$ cat src/rtl/fetch_unit_pkg.sv
// fetch_unit_pkg: shared FSM encoding, opcodes and IR field positions for the fetch path
package fetch_unit_pkg;
  typedef enum logic [1:0] {S_IDLE, S_WAIT, S_DONE} state_t;
  localparam logic [3:0] NOOP   = 4'd0;
  localparam logic [3:0] LOD    = 4'd1;
  localparam logic [3:0] STR    = 4'd2;
  localparam logic [3:0] SWP    = 4'd3;
  localparam logic [3:0] BRA    = 4'd4;
  localparam logic [3:0] BRR    = 4'd5;
  localparam logic [3:0] BNE    = 4'd6;
  localparam logic [3:0] BNR    = 4'd7;
  localparam logic [3:0] ALU_OP = 4'd8;
  localparam logic [3:0] HLT    = 4'd15;
  localparam logic [3:0] AM_IMM = 4'd8;
  localparam int OP_MSB = 31;
  localparam int OP_LSB = 28;
  localparam int MM_MSB = 27;
  localparam int MM_LSB = 24;
endpackage

$ cat src/rtl/fetch_unit_pc_reg.sv
// pc_reg: program counter with increment, branch target adder and a pending target deferred to fetch completion
module pc_reg
  import fetch_unit_pkg::*;
#(
  parameter int AW = 16
) (
  input  logic          clk,
  input  logic          rst_f,
  input  logic          pc_ld,
  input  logic          br_rel,
  input  logic [AW-1:0] br_addr,
  input  logic          in_wait,
  input  logic          done,
  input  logic          abort,
  output logic [AW-1:0] pc
);
  logic [AW-1:0] tgt, pend;
  logic pend_v;
  assign tgt = br_rel ? pc + br_addr : br_addr;
  // while fetching, the PC must stay put for imem_addr, so branches are parked
  always_ff @(posedge clk)
    if (rst_f) begin
      pc <= '0;
      pend <= '0;
      pend_v <= 1'b0;
    end else if (in_wait) begin
      if (done) begin
        pc <= pc_ld ? tgt : pend_v ? pend : pc + AW'(1);
        pend_v <= 1'b0;
      end else if (abort) begin
        pend_v <= 1'b0;
      end else if (pc_ld) begin
        pend <= tgt;
        pend_v <= 1'b1;
      end
    end else if (pc_ld) begin
      pc <= tgt;
    end
endmodule

$ cat src/rtl/fetch_unit.sv
// fetch_unit: instruction fetch FSM with IR, ack timeout and sticky error flag
module fetch_unit
  import fetch_unit_pkg::*;
#(
  parameter int AW = 16,
  parameter int DW = 32,
  parameter int TMO = 15
) (
  input  logic          clk,
  input  logic          rst_f,
  input  logic          fetch_req,
  input  logic          pc_ld,
  input  logic          br_rel,
  input  logic [AW-1:0] br_addr,
  output logic          imem_req,
  output logic [AW-1:0] imem_addr,
  input  logic          imem_ack,
  input  logic [DW-1:0] imem_rdata,
  output logic [DW-1:0] instr,
  output logic [3:0]    opcode,
  output logic [3:0]    mm,
  output logic [AW-1:0] pc,
  output logic          instr_valid,
  output logic          busy,
  output logic          fetch_err
);
  localparam int CW = $clog2(TMO + 1);
  state_t st, nx;
  logic [CW-1:0] cnt;
  logic ack_w, tmo;
  assign ack_w = st == S_WAIT && imem_ack;
  assign tmo = st == S_WAIT && !imem_ack && cnt == CW'(TMO - 1);
  always_ff @(posedge clk)
    st <= rst_f ? S_IDLE : nx;
  always_comb begin
    nx = st;
    if (st == S_IDLE && fetch_req) nx = S_WAIT;
    else if (ack_w) nx = S_DONE;
    else if (tmo || st == S_DONE) nx = S_IDLE;
  end
  always_comb begin
    imem_req = st == S_WAIT;
    busy = st == S_WAIT;
    instr_valid = st == S_DONE;
  end
  // counter is zero whenever WAIT is entered, so it needs no explicit entry clear
  always_ff @(posedge clk)
    if (rst_f) begin
      cnt <= '0;
      instr <= '0;
      fetch_err <= 1'b0;
    end else begin
      cnt <= (st == S_WAIT && !imem_ack) ? cnt + CW'(1) : '0;
      if (ack_w) instr <= imem_rdata;
      if (tmo) fetch_err <= 1'b1;
    end
  assign opcode = instr[OP_MSB:OP_LSB];
  assign mm = instr[MM_MSB:MM_LSB];
  assign imem_addr = pc;
  pc_reg #(.AW(AW)) u_pc (
    .clk(clk),
    .rst_f(rst_f),
    .pc_ld(pc_ld),
    .br_rel(br_rel),
    .br_addr(br_addr),
    .in_wait(st == S_WAIT),
    .done(ack_w),
    .abort(tmo),
    .pc(pc)
  );
endmodule

$ cat config.mk
export PLATFORM = sky130hd
export DESIGN_NAME = fetch_unit
export DESIGN_NICKNAME = d
export VERILOG_FILES = /design/src/rtl/fetch_unit_pkg.sv /design/src/rtl/fetch_unit_pc_reg.sv /design/src/rtl/fetch_unit.sv
export SDC_FILE = /design/constraint.sdc
export NUM_CORES = 1
export LEC_CHECK = 0
export CELL_PAD_IN_SITES_DETAIL_PLACEMENT = 1
export CELL_PAD_IN_SITES_GLOBAL_PLACEMENT = 2
export CORE_MARGIN = 4
export CORE_UTILIZATION = 28
export CTS_BUF_LIST = sky130_fd_sc_hd__clkbuf_4 sky130_fd_sc_hd__clkbuf_8 sky130_fd_sc_hd__clkbuf_16
export CTS_CLUSTER_DIAMETER = 120
export CTS_CLUSTER_SIZE = 28
export DETAILED_ROUTE_END_ITERATION = 10
export PLACE_DENSITY = 0.89
export SKIP_LAST_GASP = 1
export SYNTH_ARGS = -nofsm -noshare
export SYNTH_HDL_FRONTEND = slang
export SYNTH_SLANG_ARGS = --single-unit
$ cat constraint.sdc
create_clock -name clk -period 3.95 [get_ports clk]
set_input_delay 0.79 -clock clk [delete_from_list [all_inputs] [get_ports clk]]
set_output_delay 0.79 -clock clk [all_outputs]
set_load 0.005 [all_outputs]
; Word-level counts from Yosys, hierarchy flattened
; Index checks and enable logic that the tools add are counted.
; Widths: inputs -> output; s select.
[op_classes]
n_addsub = 3
n_mul = 0
div = 0
magnitude_cmp = 0
eq_ne = 4
shifts = 0
muxes = 12
bitwise_logic = 3
n_reduce_logical = 16
[op_table]
columns = operator, count
row1 = $mux 16, 6
row2 = $add 16x1->16 const B, 1
row3 = $add 16x16->16, 1
row4 = $reduce_bool 3->1, 2
row5 = $add 4x1->4 const B, 1
row6 = $eq 4x4->1 const B, 1
row7 = $logic_and 1x1->1, 4
row8 = $mux 1, 4
row9 = $mux 2, 2
row10 = $reduce_and 2->1, 2
row11 = $reduce_and 4->1, 1
row12 = $reduce_bool 2->1, 2
row13 = $reduce_or 2->1, 2
row14 = $not 1->1, 3
row15 = $eq 2x1->1 const B, 1
row16 = $eq 2x2->1 const B, 1
row17 = $logic_not 2->1, 1
row18 = $ne 2x1->1 const B, 1
row19 = $logic_not 1->1, 1
row20 = $logic_or 1x1->1, 1
[word_totals]
ff_bits = 72
latch_bits = 0
mem_bits_rw = 0
rom_bits = 0
in_bits = 54
out_inout_bits = 76
wordCells = 46
mem_count = 0

; Logic depth before layout (Yosys ltp)
; Gate-level depths: netlist (run 1).
[depth]
depth_word = 7
ltp_mapped = 8
mapped_depth_nobuf = 8

; Cells and area by module
; A second synthesis (run 1) with hierarchy kept.
[unflattened]
cells_unflattened = 560
hier_area_um2 = 4405.5
[modules_own_cells]
columns = mod, n_inst, cells_per_inst, area_per_inst_um2, seq_area_each_um2
row1 = pc_reg, 1, 364, 2829.0, 660.6
row2 = fetch_unit, 1, 196, 1576.5, 780.7

; Worst setup path before layout (run 1)
; No wires, ideal clock.
[synth_path]
path_kind = in2reg
start = input br_addr[0]
end = register u_pc.pc[10]
t_arrival_ps = 2683
required_ps = 3818
path_slack_ps = 1135
path_stages = 8
cell_sequence = ha_1 fa_1 a21o_1 a221o_2 a31oi_4 xnor2_1 a2111oi_2 nor3_1
[synth_via]
elab_chain_len = 5
[synth_rtl]
columns = item, line_no
row1 = "start, declared", fetch_unit.sv:14  ; input logic [AW-1:0] br_addr,
row2 = $add 16x16->16 *, fetch_unit_pc_reg.sv:19  ; assign tgt = br_rel ? pc + br_addr : br_addr;
row3 = $mux 16 *, fetch_unit_pc_reg.sv:19
row4 = $mux 16, fetch_unit_pc_reg.sv:28  ; pc <= pc_ld ? tgt : pend_v ? pend : pc + AW'(1);
row5 = $mux 16, fetch_unit_pc_reg.sv:27  ; if (done) begin
row6 = $mux 16 *, fetch_unit_pc_reg.sv:26  ; end else if (in_wait) begin
row7 = "end signal, assigned", fetch_unit_pc_reg.sv:28
row8 = "end signal, assigned", fetch_unit_pc_reg.sv:37  ; pc <= tgt;
row9 = "end, declared", fetch_unit_pc_reg.sv:15  ; output logic [AW-1:0] pc
; Mark *: on every way between the ends. The rest lies on a longest branch, timed or not. The select of a mux whose other input is x is not followed.
; A chain may end at the register's enable or synchronous reset.

; Final worst setup path (run 1)
; Ends and elaborated chain as after synthesis.

==> results.sh, run 1 <==
export IMPL_critPathMaxFanout=3
export IMPL_cp_required_ps=4130
export IMPL_cts_root_buf="clkbuf_16"
export IMPL_port_buffers=129
export IMPL_tns_ps=0
export IMPL_ir_drop_mv=0.212
export IMPL_fin_crit_ps=3120
export IMPL_post_cts_setup_buffers=0
export IMPL_synth_area_leaders="dfxtp_1 33%, nand2_1 8.6%, a21oi_1 7.5%"
export IMPL_post_route_drc_count=0
export IMPL_start_kind="input pin"
export IMPL_rsz0062_at_grt="false"
export IMPL_cts_buffers=9
export IMPL_synthCells=579
export IMPL_clkSlewWorstSetupHoldPaths_ps=60
export IMPL_fmax_mhz=321
export IMPL_start_util=0.287
export IMPL_cts_tree="yes"
export IMPL_synth_top_area_share=0.329
export IMPL_status="finished clean"
export IMPL_grt_pass1_vias=4747
export IMPL_critical_path_class="in -> reg"
export IMPL_htree_levels=3
export IMPL_crit_chain="clkdlybuf4s50_1, ha_1, fa_1, a21o_1, a221o_2, a31oi_4, xnor2_1, a2111oi_2, nor3_1"
export IMPL_power_leakage_nw=2.15
export IMPL_synth_main_ff_cell="dfxtp_1"
export IMPL_dp_hpwl_mm=11.6
export IMPL_avgSynthCellArea_um2=7.58
export IMPL_via_count=4528
export IMPL_synth_area_um2=4390
export IMPL_nNetsFinal=740
export IMPL_ys_async_sr_fraction=0
export IMPL_final_hold_viol_count=0
export IMPL_crit_family="compound AO/OA/AOI/OAI gates"
export IMPL_powerDensity_nw_per_um2=392
export IMPL_drt_wl_total_mm=15.6
export IMPL_core_area_um2=15300
export IMPL_post_drt_wl_per_cell_um=17.7
export IMPL_die_x_um=133
export IMPL_postCtsResizedCells=0
export IMPL_worst_pin_slew_ps=1110
export IMPL_slew_violations=0
export IMPL_area_growth_pct=36.2
export IMPL_vias_per_cell=5.13
export IMPL_pin_count=130
export IMPL_synth_cell_types=57
export IMPL_largest_reg_flops=32
export IMPL_grt_remaining_overflow=0
export IMPL_fp_dieArea_um2=17700
export IMPL_insertion_delay_ps=340
export IMPL_synth_seq_cells=72
export IMPL_grt_antenna_before_repair=0
export IMPL_clock_sinks=72
export IMPL_synth_edf_count=0
export IMPL_path_buf_inv=1
export IMPL_gp_congestion=0.857
export IMPL_grt_pass1_wl_mm=25.1
export IMPL_first_iter_violations=184
export IMPL_ys_warn_count=0
export IMPL_critPathCaptureType="flip-flop"
export IMPL_die_h_um=133
export IMPL_antenna_cells=0
export IMPL_hold_ws_ps=454
export IMPL_ys_seq_area_frac=0.329
export IMPL_slew_headroom=0.255
export IMPL_ctsLongestPathBuffers=2
export IMPL_slowest_delay_ps=430
export IMPL_hp_class="reg -> reg"
export IMPL_finalSetupViolations=0
export IMPL_syn_num_nets=652
export IMPL_fillers=1854
export IMPL_ant_nets=0
export IMPL_critical_path_arrival_ps=3300
export IMPL_grt_max_degree=49
export IMPL_synth_area_leader_cell="dfxtp_1"
export IMPL_grt_usage=0.176
export IMPL_min_period_over_period=0.789
export IMPL_rows=45
export IMPL_fin_skew_ps=9.65
export IMPL_drive_above_1_share=0.0551
export IMPL_dr_pass1_iters=4
export IMPL_maxCapViolations=0
export IMPL_critical_path_slowest_cell="clkdlybuf4s50_1"
export IMPL_cts_hold_buffers=0
## where the power goes
| part | switching [mW] | total [mW] | leakage [nW] | internal (mW) |
|---|---|---|---|---|
| Combinational | 0.328 | 0.651 | 1.41 | 0.323 |
| Sequential | 0.0706 | 0.842 | 0.588 | 0.772 |
| Clock | 0.311 | 0.846 | 0.156 | 0.536 |
## metal layers
| metal | GRT usage | vias up | routed length (um) |
|---|---|---|---|
| li1 | - | 2179 | - |
| met1 | 0.214 | 2213 | 6680 |
| met2 | 0.310 | 114 | 7960 |
| met3 | 0.0389 | 22 | 602 |
| met4 | 0.0526 | 0 | 366 |
| met5 | 0 | - | 0 |
## cells by family (layout without fill, tap and decap cells)
kind of cell             Yosys count  count (layout)  share of synthesized area
AO/OA/AOI/OAI                    146             146                      0.209
XOR/XNOR                          28              28                     0.0559
adder cells (fa/ha/maj)           19              19                     0.0559
buffers and inverters             70             163                     0.0833
flip-flops                        72              72                      0.329
multiplexers                      14              14                     0.0339
AND/OR/NAND/NOR                  230             230                      0.233
## worst min-delay path, cell delays in order, from the launching register on
cell and delay (ps):
dfxtp_1 300, nand2_1 50, a21oi_1 50
## layout by cell type, fill, tap and decap left out, types with 2 or more instances in the layout
cell type	n
or3_1	2
a21oi_1	66
clkbuf_4	2
nand2_1	101
clkdlybuf4s50_1	128
nand4_1	4
and2_1	2
mux2_2	7
o211ai_1	9
buf_4	6
a21boi_0	2
nor2b_1	5
dfxtp_1	72
clkbuf_16	9
xor2_1	9
inv_1	11
a21o_1	8
nor2_1	51
xnor2_1	19
and4b_1	2
nand3_1	20
clkbuf_8	2
nor3_1	24
nand3b_1	2
a311oi_1	3
a31oi_1	2
a22oi_1	2
nand2b_1	3
ha_1	18
o21ai_0	21
clkinv_2	2
a211oi_1	15
mux2i_1	7
a2111oi_0	2
and3_1	5
o31ai_1	3
nor4_1	2
## final cells by class
class	count	area, um2	share of cell area
Multi-Input combinational cell	437	2580	0.433
Clock inverter	3	40.0	0.00670
Sequential cell	72	1440	0.241
Tap cell	211	264	0.0442
Inverter	12	45.0	0.00754
Clock buffer	13	268	0.0448
Timing Repair Buffer	135	1330	0.223
## synth_stat cells, types with 2 or more instances
library cell and number:
nand2_1 101, dfxtp_1 72, a21oi_1 66, nor2_1 51, buf_4 25, clkbuf_1 25
nor3_1 24, o21ai_0 21, nand3_1 20, xnor2_1 19, ha_1 18, a211oi_1 15
inv_1 11, o211ai_1 9, xor2_1 9, a21o_1 8, mux2_2 7, mux2i_1 7
buf_2 6, and3_1 5, nor2b_1 5, nand4_1 4, a311oi_1 3, nand2b_1 3
o31ai_1 3, a2111oi_0 2, a21boi_0 2, a22oi_1 2, a31oi_1 2, and2_1 2
and4b_1 2, nand3b_1 2, nor3b_1 2, nor4_1 2, or3_1 2
## per-stage QoR
step                std cells  utilization  cell area [um2]  worst slack [ps]  total power, mW
detailed placement        867        0.371             5670               468             1.51
CTS                       883        0.392             5970               831             2.37
finish                    883        0.392             5970               835             2.34
global placement          867        0.371             5670               547             1.49
global route              883        0.392             5970               677             2.47
floorplan                 579            -             4390              1140             1.24
## final timing paths
path / from / to / slack (ps) / cells past startpoint
worst max-delay path: br_addr[0] / u_pc.pc[10]$_SDFFE_PP0P_ / 830 / 9
worst min-delay path: instr[14]$_SDFFE_PP0P_ / instr[14]$_SDFFE_PP0P_ / 450 / 2
worst max register to register: u_pc.pc[0]$_SDFFE_PP0P_ / u_pc.pc[10]$_SDFFE_PP0P_ / 1260 / 8
worst min register to register: instr[14]$_SDFFE_PP0P_ / instr[14]$_SDFFE_PP0P_ / 450 / 2
No activity file was read; power rests on OpenSTA's default activity.
==> run 2, diff against run 1 <==
--- a/config.mk
+++ b/config.mk
@@ -8,12 +8,12 @@
 export CELL_PAD_IN_SITES_DETAIL_PLACEMENT = 1
 export CELL_PAD_IN_SITES_GLOBAL_PLACEMENT = 2
 export CORE_MARGIN = 4
-export CORE_UTILIZATION = 28
+export CORE_UTILIZATION = 26
 export CTS_BUF_LIST = sky130_fd_sc_hd__clkbuf_4 sky130_fd_sc_hd__clkbuf_8 sky130_fd_sc_hd__clkbuf_16
 export CTS_CLUSTER_DIAMETER = 120
 export CTS_CLUSTER_SIZE = 28
 export DETAILED_ROUTE_END_ITERATION = 10
-export PLACE_DENSITY = 0.89
+export PLACE_DENSITY = 0.84
 export SKIP_LAST_GASP = 1
 export SYNTH_ARGS = -nofsm -noshare
 export SYNTH_HDL_FRONTEND = slang
==> constraint.sdc (replaced) <==
create_clock -name clk -period 3.06 [get_ports clk]
set_input_delay 0.612 -clock clk [delete_from_list [all_inputs] [get_ports clk]]
set_output_delay 0.612 -clock clk [all_outputs]
set_load 0.005 [all_outputs]
==> run 2 against run 1 <==
Clock power is 30% higher. Sequential power increased by 27%. Sequential share of layout area fell by 0.63 points. Critical path depth unchanged. Power increased by 31%. Critical path type unchanged. Largest cell class unchanged.
==> results.sh, run 2 (synthesized netlist as in run 1, its figures left out) <==
export IMPL_status="finished clean"
export IMPL_stdcell_area_um2=6140
export IMPL_die_x_um=138
export IMPL_path_buf_inv=1
export IMPL_post_drt_wl_per_cell_um=17.7
export IMPL_mostFrequentLayoutCell="clkdlybuf4s50_1"
export IMPL_min_period_over_period=0.932
export IMPL_fin_cells=912
export IMPL_dr_pass1_iters=4
export IMPL_rows=47
export IMPL_via_count=4550
export IMPL_grt_usage=0.166
export IMPL_rsz0062_at_grt="false"
export IMPL_finalSetupViolations=0
export IMPL_critical_path_arrival_ps=3050
export IMPL_hp_start="instr[23]$_SDFFE_PP0P_"
export IMPL_antenna_cells=0
export IMPL_multi_input_area_um2=2580
export IMPL_drt_wl_total_mm=16.1
export IMPL_ir_drop_mv=0.285
export IMPL_grt_antenna_before_repair=0
export IMPL_clock_sinks=72
export IMPL_post_route_drc_count=0
export IMPL_core_area_um2=16600
export IMPL_postCtsResizedCells=0
export IMPL_port_buffers=129
export IMPL_critical_path_slowest_cell="clkdlybuf4s50_1"
export IMPL_hold_path_depth=2
export IMPL_worst_pin_slew_ps=756
export IMPL_grt_remaining_overflow=0
export IMPL_rr_endpoint="u_pc.pc[10]$_SDFFE_PP0P_"
export IMPL_critPathMaxFanout=3
export IMPL_final_hold_viol_count=0
export IMPL_cp_required_ps=3250
export IMPL_grt_max_degree=39
export IMPL_setup_ws_ps=208
export IMPL_utilization=0.370
export IMPL_cts_root_buf="clkbuf_16"
export IMPL_gp_congestion=0.840
export IMPL_ff_latch_area_um2=1440
export IMPL_dp_cells=896
export IMPL_vias_per_cell=4.99
export IMPL_ant_nets=0
export IMPL_r2r_cells=8
export IMPL_power_leakage_nw=2.25
export IMPL_maxCapViolations=0
export IMPL_tns_ps=0
export IMPL_hold_ws_ps=453
export IMPL_grt_pass1_vias=4732
export IMPL_powerDensity_nw_per_um2=501
export IMPL_cts_tree="yes"
export IMPL_die_h_um=138
export IMPL_crit_chain="clkdlybuf4s50_1, ha_1, fa_1, a21o_1, a221o_2, a31oi_4, xnor2_1, a2111oi_2, nor3_1"
export IMPL_fmax_mhz=351
export IMPL_min_to="instr[23]$_SDFFE_PP0P_"
export IMPL_area_growth_pct=39.9
export IMPL_slew_violations=0
export IMPL_largest_reg_flops=32
export IMPL_post_cts_setup_buffers=0
export IMPL_place_ws_ps=-153
export IMPL_ctsLongestPathBuffers=2
export IMPL_critPathCaptureType="flip-flop"
export IMPL_power_total_mw=3.07
export IMPL_fin_crit_ps=2850
export IMPL_clkSlewWorstSetupHoldPaths_ps=60
export IMPL_rrSetupSlack_ps=620
export IMPL_crit_family="compound AO/OA/AOI/OAI gates"
export IMPL_cts_buffers=9
export IMPL_pin_count=130
export IMPL_insertion_delay_ps=340
export IMPL_final_cell_mix="128 x clkdlybuf4s50_1, 101 x nand2_1, 72 x dfxtp_1"
export IMPL_slowest_delay_ps=440
export IMPL_grt_pass1_wl_mm=24.8
export IMPL_fillers=1998
export IMPL_drive_above_1_share=0.0824
export IMPL_dp_hpwl_mm=12.2
export IMPL_worstReg2RegStart="u_pc.pc[0]$_SDFFE_PP0P_"
export IMPL_hp_class="reg -> reg"
export IMPL_fp_dieArea_um2=19000
export IMPL_fin_skew_ps=5.76
export IMPL_cts_hold_buffers=0
export IMPL_start_util=0.265
export IMPL_first_iter_violations=156
export IMPL_place_area_um2=5830
export IMPL_htree_levels=3
export IMPL_critical_path_class="in -> reg"
export IMPL_slew_headroom=0.496
export IMPL_nNetsFinal=760
export IMPL_start_kind="input pin"
-- run 2: cell types whose count changed in the layout (fill, tap and decap cells not counted), sizes merged --
cell / before / now
buf: 7 / 27
-- run 2: worst max-delay path by stage --
| stage | depth (start not counted) | slack (ps) | end | from |
|---|---|---|---|---|
| 6_report | 9 | 210 | u_pc.pc[10]$_SDFFE_PP0P_ | br_addr[0] |
| 5_1_grt | 8 | 80 | u_pc.pc[7]$_SDFFE_PP0P_ | br_addr[1] |
| 4_1_cts | 9 | 200 | u_pc.pc[10]$_SDFFE_PP0P_ | br_addr[0] |
| 3_5_place_dp | 9 | -150 | u_pc.pc[10]$_SDFFE_PP0P_ | br_addr[0] |
| 3_3_place_gp | 9 | -120 | u_pc.pc[10]$_SDFFE_PP0P_ | br_addr[0] |
| 2_1_floorplan | 8 | 420 | u_pc.pc[10]$_SDFFE_PP0P_ | br_addr[0] |
-- run 2: power breakdown --
part	switching [mW]	leakage [nW]	total, mW	internal [mW]
logic	0.456	1.51	0.906	0.450
clock network	0.411	0.156	1.10	0.692
registers	0.0691	0.588	1.07	0.996
total	0.936	2.25	3.07	2.14
-- run 2: cell type report --
cell class              instances  share of cell area
flip-flops and latches         72               0.235
clock inverters                 3             0.00653
clock buffers                  13              0.0436
inverters                      12             0.00734
well taps                     220              0.0449
repair buffers                155               0.241
multi-input cells             437               0.421
-- run 2: worst register-to-register path, cell delays in order, from the launching register on --
cell and delay [ps]:
dfxtp_1 330, ha_1 220, fa_1 380, a21o_1 200, a221o_2 410, a31oi_4 180
xnor2_1 110, a2111oi_2 380, nor3_1 90
-- run 2: routing by layer --
metal  vias up  global-route usage  part of all wire
met1      2238               0.205              0.44
met5         -                   0                 0
met4         0              0.0423             0.015
li1       2221                   -                 -
met2        72               0.296              0.52
met3        19              0.0319             0.028
